File: config.mk
export PLATFORM = sky130hd
export DESIGN_NAME = smb_serial_tx
export DESIGN_NICKNAME = d
export VERILOG_FILES = /design/src/rtl/smb_pkg.sv /design/src/rtl/smb_rr_arbiter.sv /design/src/rtl/smb_serial_tx.sv
export SDC_FILE = /design/constraint.sdc
export NUM_CORES = 1
export LEC_CHECK = 0
export CAP_MARGIN = 20
export CORE_AREA = 2 2 63 59
export DETAILED_ROUTE_END_ITERATION = 12
export DIE_AREA = 0 0 65 61
export GPL_TIMING_DRIVEN = 1
export PLACE_DENSITY_LB_ADDON = 0.1
export SLEW_MARGIN = 0
export SYNTH_ARGS = -nofsm -noshare
export SYNTH_HDL_FRONTEND = slang
export SYNTH_HIERARCHICAL = 1
export SYNTH_SLANG_ARGS = --single-unit
File: constraint.sdc
create_clock -name clk -period 2.56 [get_ports clk]
set_clock_uncertainty 0.2 [all_clocks]
set_input_delay 0.512 -clock clk [delete_from_list [all_inputs] [get_ports clk]]
set_output_delay 0.512 -clock clk [all_outputs]
set_load 0.1 [all_outputs]
File: src/rtl/smb_pkg.sv
`default_nettype none
// +--------------------------------------------------------------------+
// | Module   : smb_pkg                                                 |
// | Brief    : Shared types, constants and helpers for the serial TX.  |
// | Revision : 1.0                                                     |
// +--------------------------------------------------------------------+
package smb_pkg;

  localparam int SMB_NPORT = 4;
  localparam int SMB_DW    = 4;
  localparam int SMB_AW    = 2;

  typedef enum logic [2:0] {
    IDLE  = 3'd0,
    START = 3'd1,
    ADDR  = 3'd2,
    DATA  = 3'd3,
    GAP   = 3'd4
  } smb_tx_state_t;

  function automatic logic [SMB_NPORT-1:0] smb_onehot(input logic [SMB_AW-1:0] idx);
    logic [SMB_NPORT-1:0] oh;
    oh      = '0;
    oh[idx] = 1'b1;
    return oh;
  endfunction

endpackage
`default_nettype wire

File: src/rtl/smb_rr_arbiter.sv
`default_nettype none
// +--------------------------------------------------------------------+
// | Module   : smb_rr_arbiter                                          |
// | Brief    : 4-way round-robin arbiter, pointer advances on grant.   |
// | Revision : 1.0                                                     |
// +--------------------------------------------------------------------+
module smb_rr_arbiter
  import smb_pkg::*;
(
  input  logic                 clk,
  input  logic                 rst,
  input  logic [SMB_NPORT-1:0] i_req,
  input  logic                 i_en,
  output logic                 o_vld,
  output logic [SMB_NPORT-1:0] o_gnt,
  output logic [SMB_AW-1:0]    o_idx
);

  logic [SMB_AW-1:0] r_last;
  logic [SMB_AW-1:0] w_cand;
  logic [SMB_AW-1:0] w_idx;
  logic              w_found;

  // Search begins one past the last winner, so the last winner is checked last.
  always_comb begin
    w_found = 1'b0;
    w_idx   = '0;
    w_cand  = '0;
    for (int i = 1; i <= SMB_NPORT; i++) begin
      w_cand = r_last + SMB_AW'(i);
      if (!w_found && i_req[w_cand]) begin
        w_found = 1'b1;
        w_idx   = w_cand;
      end
    end
  end

  assign o_vld = w_found;
  assign o_idx = w_idx;
  assign o_gnt = w_found ? smb_onehot(w_idx) : '0;

  always_ff @(posedge clk or negedge rst) begin
    if (!rst) begin
      r_last <= SMB_AW'(SMB_NPORT - 1);
    end else if (i_en && w_found) begin
      r_last <= w_idx;
    end
  end

endmodule
`default_nettype wire

File: src/rtl/smb_serial_tx.sv
`default_nettype none
// +--------------------------------------------------------------------+
// | Module   : smb_serial_tx                                           |
// | Brief    : Round-robin 4-port framed serial transmitter with PB/LB |
// |            steering view of the bit on the line.                   |
// | Revision : 1.0                                                     |
// +--------------------------------------------------------------------+
module smb_serial_tx
  import smb_pkg::*;
#(
  parameter int GAP_CYCLES = 1
) (
  input  logic                 clk,
  input  logic                 rst,
  input  logic [SMB_NPORT-1:0] req,
  input  logic [SMB_DW-1:0]    L0,
  input  logic [SMB_DW-1:0]    L1,
  input  logic [SMB_DW-1:0]    L2,
  input  logic [SMB_DW-1:0]    L3,
  output logic [SMB_NPORT-1:0] ack,
  output logic                 serout,
  output logic                 busy,
  output logic [SMB_NPORT-1:0] PB,
  output logic [SMB_AW-1:0]    LB
);

  localparam logic [2:0] c_gap_last = (GAP_CYCLES > 0) ? 3'(GAP_CYCLES - 1) : 3'd0;

  smb_tx_state_t r_state;
  smb_tx_state_t w_state_nxt;
  logic [2:0]    r_cnt;
  logic [2:0]    w_cnt_nxt;

  logic [SMB_AW+SMB_DW-1:0] r_shreg;
  logic [SMB_AW-1:0]        r_port;

  logic                 w_vld;
  logic [SMB_NPORT-1:0] w_gnt;
  logic [SMB_AW-1:0]    w_idx;
  logic                 w_grant;
  logic [SMB_DW-1:0]    w_lsel;

  logic                 w_serout_d;
  logic                 w_busy_d;
  logic [SMB_NPORT-1:0] w_ack_d;
  logic [SMB_NPORT-1:0] w_pb_d;
  logic [SMB_AW-1:0]    w_lb_d;

  logic                 r_serout;
  logic                 r_busy;
  logic [SMB_NPORT-1:0] r_ack;
  logic [SMB_NPORT-1:0] r_pb;
  logic [SMB_AW-1:0]    r_lb;

  smb_rr_arbiter u_arb (
    .clk   (clk),
    .rst   (rst),
    .i_req (req),
    .i_en  (r_state == IDLE),
    .o_vld (w_vld),
    .o_gnt (w_gnt),
    .o_idx (w_idx)
  );

  assign w_grant = (r_state == IDLE) && w_vld;

  always_comb begin
    case (w_idx)
      2'd0:    w_lsel = L0;
      2'd1:    w_lsel = L1;
      2'd2:    w_lsel = L2;
      default: w_lsel = L3;
    endcase
  end

  // FSM state register
  always_ff @(posedge clk or negedge rst) begin
    if (!rst) begin
      r_state <= IDLE;
      r_cnt   <= 3'd0;
    end else begin
      r_state <= w_state_nxt;
      r_cnt   <= w_cnt_nxt;
    end
  end

  // FSM next-state logic; the counter restarts on every state change
  always_comb begin
    w_state_nxt = r_state;
    w_cnt_nxt   = r_cnt;
    case (r_state)
      IDLE: begin
        if (|req) begin
          w_state_nxt = START;
          w_cnt_nxt   = 3'd0;
        end
      end
      START: begin
        w_state_nxt = ADDR;
        w_cnt_nxt   = 3'd0;
      end
      ADDR: begin
        if (r_cnt == 3'(SMB_AW - 1)) begin
          w_state_nxt = DATA;
          w_cnt_nxt   = 3'd0;
        end else begin
          w_cnt_nxt = r_cnt + 3'd1;
        end
      end
      DATA: begin
        if (r_cnt == 3'(SMB_DW - 1)) begin
          w_state_nxt = (GAP_CYCLES == 0) ? IDLE : GAP;
          w_cnt_nxt   = 3'd0;
        end else begin
          w_cnt_nxt = r_cnt + 3'd1;
        end
      end
      GAP: begin
        if (r_cnt == c_gap_last) begin
          w_state_nxt = IDLE;
          w_cnt_nxt   = 3'd0;
        end else begin
          w_cnt_nxt = r_cnt + 3'd1;
        end
      end
      default: begin
        w_state_nxt = IDLE;
        w_cnt_nxt   = 3'd0;
      end
    endcase
  end

  // Shift register holds {port[1:0], d0, d1, d2, d3} so the MSB is always the next bit out.
  always_ff @(posedge clk or negedge rst) begin
    if (!rst) begin
      r_shreg <= '0;
      r_port  <= '0;
    end else if (w_grant) begin
      r_shreg <= {w_idx, w_lsel[0], w_lsel[1], w_lsel[2], w_lsel[3]};
      r_port  <= w_idx;
    end else if (w_state_nxt == ADDR || w_state_nxt == DATA) begin
      r_shreg <= {r_shreg[SMB_AW+SMB_DW-2:0], 1'b0};
    end
  end

  // FSM output logic, evaluated one cycle ahead so every port is a flop
  always_comb begin
    w_serout_d = 1'b0;
    w_busy_d   = (w_state_nxt != IDLE);
    w_ack_d    = w_grant ? w_gnt : '0;
    w_pb_d     = '0;
    w_lb_d     = '0;
    case (w_state_nxt)
      START: w_serout_d = 1'b1;
      ADDR:  w_serout_d = r_shreg[SMB_AW+SMB_DW-1];
      DATA: begin
        w_serout_d = r_shreg[SMB_AW+SMB_DW-1];
        w_pb_d     = smb_onehot(r_port);
        w_lb_d     = w_cnt_nxt[SMB_AW-1:0];
      end
      default: w_serout_d = 1'b0;
    endcase
  end

  always_ff @(posedge clk or negedge rst) begin
    if (!rst) begin
      r_serout <= 1'b0;
      r_busy   <= 1'b0;
      r_ack    <= '0;
      r_pb     <= '0;
      r_lb     <= '0;
    end else begin
      r_serout <= w_serout_d;
      r_busy   <= w_busy_d;
      r_ack    <= w_ack_d;
      r_pb     <= w_pb_d;
      r_lb     <= w_lb_d;
    end
  end

  assign serout = r_serout;
  assign busy   = r_busy;
  assign ack    = r_ack;
  assign PB     = r_pb;
  assign LB     = r_lb;

endmodule
`default_nettype wire

# == After elaboration in Yosys (flattened, before gate mapping) ==
# Cells that the tools add are included.
# classes
add_sub_neg,4
n_eq_ne,12
reduce_logical,17
magnitude_cmp,8
muxes,38
# ops
operator,n
$mux 3,8
$lt 2x3->1 const B,6
$eq 3x2->1 const B,5
$pmux 3 s5,1
$mux 4,3
$mux 6,2
$pmux 3 s4,1
$pmux 4 s3,1
$mux 1,10
$mux 2,5
$eq 3x1->1 const B,3
$bmux 1 s2,4
$logic_and 1x1->1,6
$logic_not 3->1,2
$add 2x2->2 const B,2
$demux 1 s2,2
$ge 2x1->1 const B,2
$reduce_or 4->1,1
$add 3x1->3 const B,1
$eq 3x3->1 const B,1
$logic_not 1->1,3
$reduce_bool 3->1,1
$add 2x1->2 const B,1
$eq 2x1->1 const B,1
other kinds (7),7
# word_totals
register_bits,28
input_bits,22

# == Longest topological paths before layout ==
# logic_depth
word_depth,19
ltp_mapped,7
ltp_nobuf,7

# == By module ==
# The synthesis kept the hierarchy.
# by_module_without_submodules
mod,n_inst,area_each_um2,seq_area_each_um2,cells_each
smb_serial_tx,1,1298.7,650.6,114
smb_rr_arbiter,1,191.4,52.6,23

# == Worst setup path after synthesis ==
# Ideal clock, no wire load.
# synth_path
path_kind,input to register
from,input req[2]
to,register r_shreg[0]
path_stages,6
arrival_time_ns,1.926
setup_time_ns,0.121
path_slack_ns,0.313
path_cell_list,nand2b_1 -> a21oi_1 -> a211o_2 -> clkbuf_1 -> mux4_2 -> a22o_1
# synth_between
elab_chain_cells,15
word_cells_on_any_way,35
classes_between,4 x eq/ne; 20 x mux; 11 x reduce/logical
# synth_rtl
item,line_no,rtl
from (decl),smb_serial_tx.sv:15,"input logic [SMB_NPORT-1:0] req,"
$bmux 1 s2,smb_rr_arbiter.sv:31,if (!w_found && i_req[w_cand]) begin
$mux 1 (not written as such),smb_rr_arbiter.sv:31,
$mux 1,smb_rr_arbiter.sv:31,
$logic_not 1->1,smb_rr_arbiter.sv:31,
$logic_and 1x1->1,smb_rr_arbiter.sv:31,
$mux 1,smb_rr_arbiter.sv:31,
$logic_not 1->1,smb_rr_arbiter.sv:31,
$logic_and 1x1->1,smb_rr_arbiter.sv:31,
$mux 1,smb_rr_arbiter.sv:31,
$logic_not 1->1,smb_rr_arbiter.sv:31,
$logic_and 1x1->1,smb_rr_arbiter.sv:31,
$mux 2 (*),smb_rr_arbiter.sv:31,
net w_idx[0],smb_serial_tx.sv:39,logic [SMB_AW-1:0] w_idx;
"$eq 2x2->1, or another cell as far along",smb_serial_tx.sv:68,case (w_idx)
$pmux 4 s3 (*),smb_serial_tx.sv:68,
$mux 6 (*),smb_serial_tx.sv:138,end else if (w_grant) begin
to (signal assigned),smb_serial_tx.sv:139,"r_shreg <= {w_idx, w_lsel[0], w_lsel[1], w_lsel[2], w_lsel[3]};"
to (signal assigned),smb_serial_tx.sv:142,"r_shreg <= {r_shreg[SMB_AW+SMB_DW-2:0], 1'b0};"
to (decl),smb_serial_tx.sv:34,logic [SMB_AW+SMB_DW-1:0] r_shreg;
# Mark *: on every way through the listed nets, which the timed path passes. The rest lies on a longest branch. The select of a mux whose other input is x is not followed.
# A chain may end at the register's enable or synchronous reset.

# == Worst setup path in the final report ==
# layout_path
from,input req[1]
to,register r_shreg[3]
# layout_between
word_cells_on_any_way,35
classes_between,4 x eq/ne; 20 x mux; 11 x reduce/logical
# layout_rtl
item,line_no,rtl
$bmux 1 s2,smb_rr_arbiter.sv:31,
$mux 1 (not written as such),smb_rr_arbiter.sv:31,
$mux 1,smb_rr_arbiter.sv:31,
$logic_not 1->1,smb_rr_arbiter.sv:31,
$logic_and 1x1->1,smb_rr_arbiter.sv:31,
$mux 1,smb_rr_arbiter.sv:31,
$logic_not 1->1,smb_rr_arbiter.sv:31,
$logic_and 1x1->1,smb_rr_arbiter.sv:31,
$mux 1,smb_rr_arbiter.sv:31,
$logic_not 1->1,smb_rr_arbiter.sv:31,
$logic_and 1x1->1,smb_rr_arbiter.sv:31,
$mux 1 (*),smb_rr_arbiter.sv:31,
net w_vld,smb_serial_tx.sv:37,logic w_vld;
$logic_and 1x1->1 (*),smb_serial_tx.sv:65,assign w_grant = (r_state == IDLE) && w_vld;
$mux 6 / $reduce_bool 2->1 (equally long branches),-,
# Marked as above.

==> metrics <==
ys flop type dfrtp_1; hold_buf cts 0; Post-synth EDFFs 0; via-per-instance ratio 5.172; cell count after synthesis 137; DP Wirelength 2197 µm; Final Power 2.151 mW; fmax 0.4326 GHz; pwr dens 1123 nW/µm²; status finished, final reports clean; CP Buf/Inv Count 1; Finished Core Util 58.44%; hold slack 0.2666 ns; initial antenna violation count 0; Hold EP PB[0]; post-CTS sizing 0; yosys warns 6; reg2reg setup slack 0.36 ns; CP arrival 2.32 ns; Final setup viols 0; vias 1143; NumNets Final 205; CP max stage cell clkdlybuf4s50_1; Critical Path, Cell by Cell clkdlybuf4s50_1 -> or2_1 -> or3_4 -> or3_1 -> o211ai_1 -> o21ai_0 -> nand2_1; diodes inserted 0; pre-CTS setup slack -0.01839 ns; DIE HEIGHT 61 µm; R2R cell count 6; syn_nets 164; Worst-Margin Slew 0.5556 ns; Min-Delay Path Class reg2reg; area of the core 3278 µm²; relative slew slack 62.57%; layout cells sized above 1 24.29%; Initial Utilization 45.46%; syn avg cell area 10.88 µm²; Tcrit/Tclk final 90.30%; min Tclk post-route 2.312 ns; dpl cell area 1871 µm²; setup tns final 0 ns; asr flop ratio synth 100.0%; Post-CTS Setup Inserts 0; clk buf depth 2; CTS tree built; launch point of the worst reg-to-reg path r_cnt[0]; fillcell total 292; cell with the most instances after synthesis dfrtp_1; Die Width 65 µm; Yosys reg bits 28; Distinct cells, synth 44; CTS root buf clkbuf_8; RSZ-0062 raised after global routing false; dominant cell type by area after synthesis dfrtp_1; global-route wire length before repair 5140 µm; final wirelength 2862 µm; synthesized area 1490 µm²; Peak VDD IR 381.0 µV; Area Overhead vs Synth 28.55%; top-area cell type share of the netlist area 43.66%; Boundary Pins 34; Design Area, Final 1916 µm²; Critical Path Start Type input port; crit-path max FO 5; final std cells w/o fill 221; Top Usage Layer GRT met2; Worst Path Required 2.57 ns; Skew-Pair Late Insertion Delay 0.27 ns; Avg WL per Cell 12.95 µm; Final Hold Fails 0; Crit Path Category in2reg; gr usage total 16.77%; max cap viols 0; Hold Path Depth 1; ranking of synthesized cells by area dfrtp_1 (44%), mux4_2 (6.0%), ha_1 (4.2%), dfstp_2 (3.5%), o21ai_0 (3.4%); top cells by count, synth dfrtp_1 (26), nand2_1 (12), o21ai_0 (10); GR Overflow Total 0; Leak 0.8801 nW; Seq/Total Area, Yosys 47.19%; Worst R2R End r_shreg[0]; Port Buf Inserts 33; met3 Usage GRT 2.412%; clock sinks 28; Die Area 3965 µm²; worst setup margin 0.2482 ns; vias in the first global route 1136; grt met1 use 22.79%; drc violations 0; largest net degree at the start of global routing 29; Routed Antenna Nets 0; clock-pin slew on the worst setup and hold paths 0.09 ns; max incr delay on CP 0.49 ns; routability cong. 0.8507; FP Rows 20; Setup crit end kind flop; drt initial violations 57; H-Tree Depth 1; Max Slew Vio Count 0; CP top delay family simple AND/OR/NAND/NOR gates; Hold Startpoint r_port[0]; drt first pass iters 4; CTS buffer count 3; placed insts 217; met2 Use GR 28.57%
[kinds of logic after synthesis]
group                      after synthesis  synth area share (%)
xor gates and xnor gates                 1                0.5878
muxes                                    9                 9.740
AOI/OAI and AO/OA                       33                 15.11
adders and majority gates                5                 4.198
DFF                                     28                 47.19
and+or+nand+nor                         47                 18.56
buffers and inverters                   14                 4.617
[final cells by class]
| cell class | instances | area, µm² | share of cell area, % |
|---|---|---|---|
| clock buffers | 4 | 45.04 | 2.351 |
| inverters | 9 | 33.78 | 1.764 |
| multi-input cells | 95 | 718.2 | 37.49 |
| flip-flops and latches | 28 | 703.2 | 36.71 |
| well taps | 44 | 55.05 | 2.874 |
| repair buffers | 41 | 360.3 | 18.81 |
[state kept, by name, summed over array words and instances (netlist names)]
register	cells
r_port	2
r_shreg	6
busy	1
serout	1
LB	2
r_state	3
u_arb/r_last	2
r_cnt	3
ack	4
PB	4
[power breakdown]
| group | internal (mW) | switching [mW] |
|---|---|---|
| Combinational | 0.432 | 0.731 |
| Clock | 0.111 | 0.128 |
| Sequential | 0.605 | 0.144 |
| Total | 1.15 | 1.00 |
[layout by cell type, fill, tap and decap left out, types with 5 or more instances in the layout]
master,synthesis,final
a21oi_1,7,7
and3_1,5,5
buf_4,2,20
clkdlybuf4s50_1,0,21
dfrtp_1,26,26
ha_1,5,5
inv_1,8,8
nand2_1,12,12
nor3_1,6,6
o21ai_0,10,10
[metal layers]
layer / part of all wire, % / up-vias
met5: 0 / -
met4: 0.59 / 0
met3: 5.8 / 2
met2: 47 / 35
met1: 47 / 537
li1: - / 569
[how the worst max path moves through the flow]
stage,cells past startpoint,end,startpoint
floorplan,6,r_shreg[0],req[2]
CTS,7,r_shreg[3],req[1]
global placement,6,r_shreg[0],req[3]
finish,7,r_shreg[3],req[1]
detailed placement,6,r_shreg[0],req[3]
global route,7,r_shreg[2],req[1]
Power figures use the tool's default switching activity.
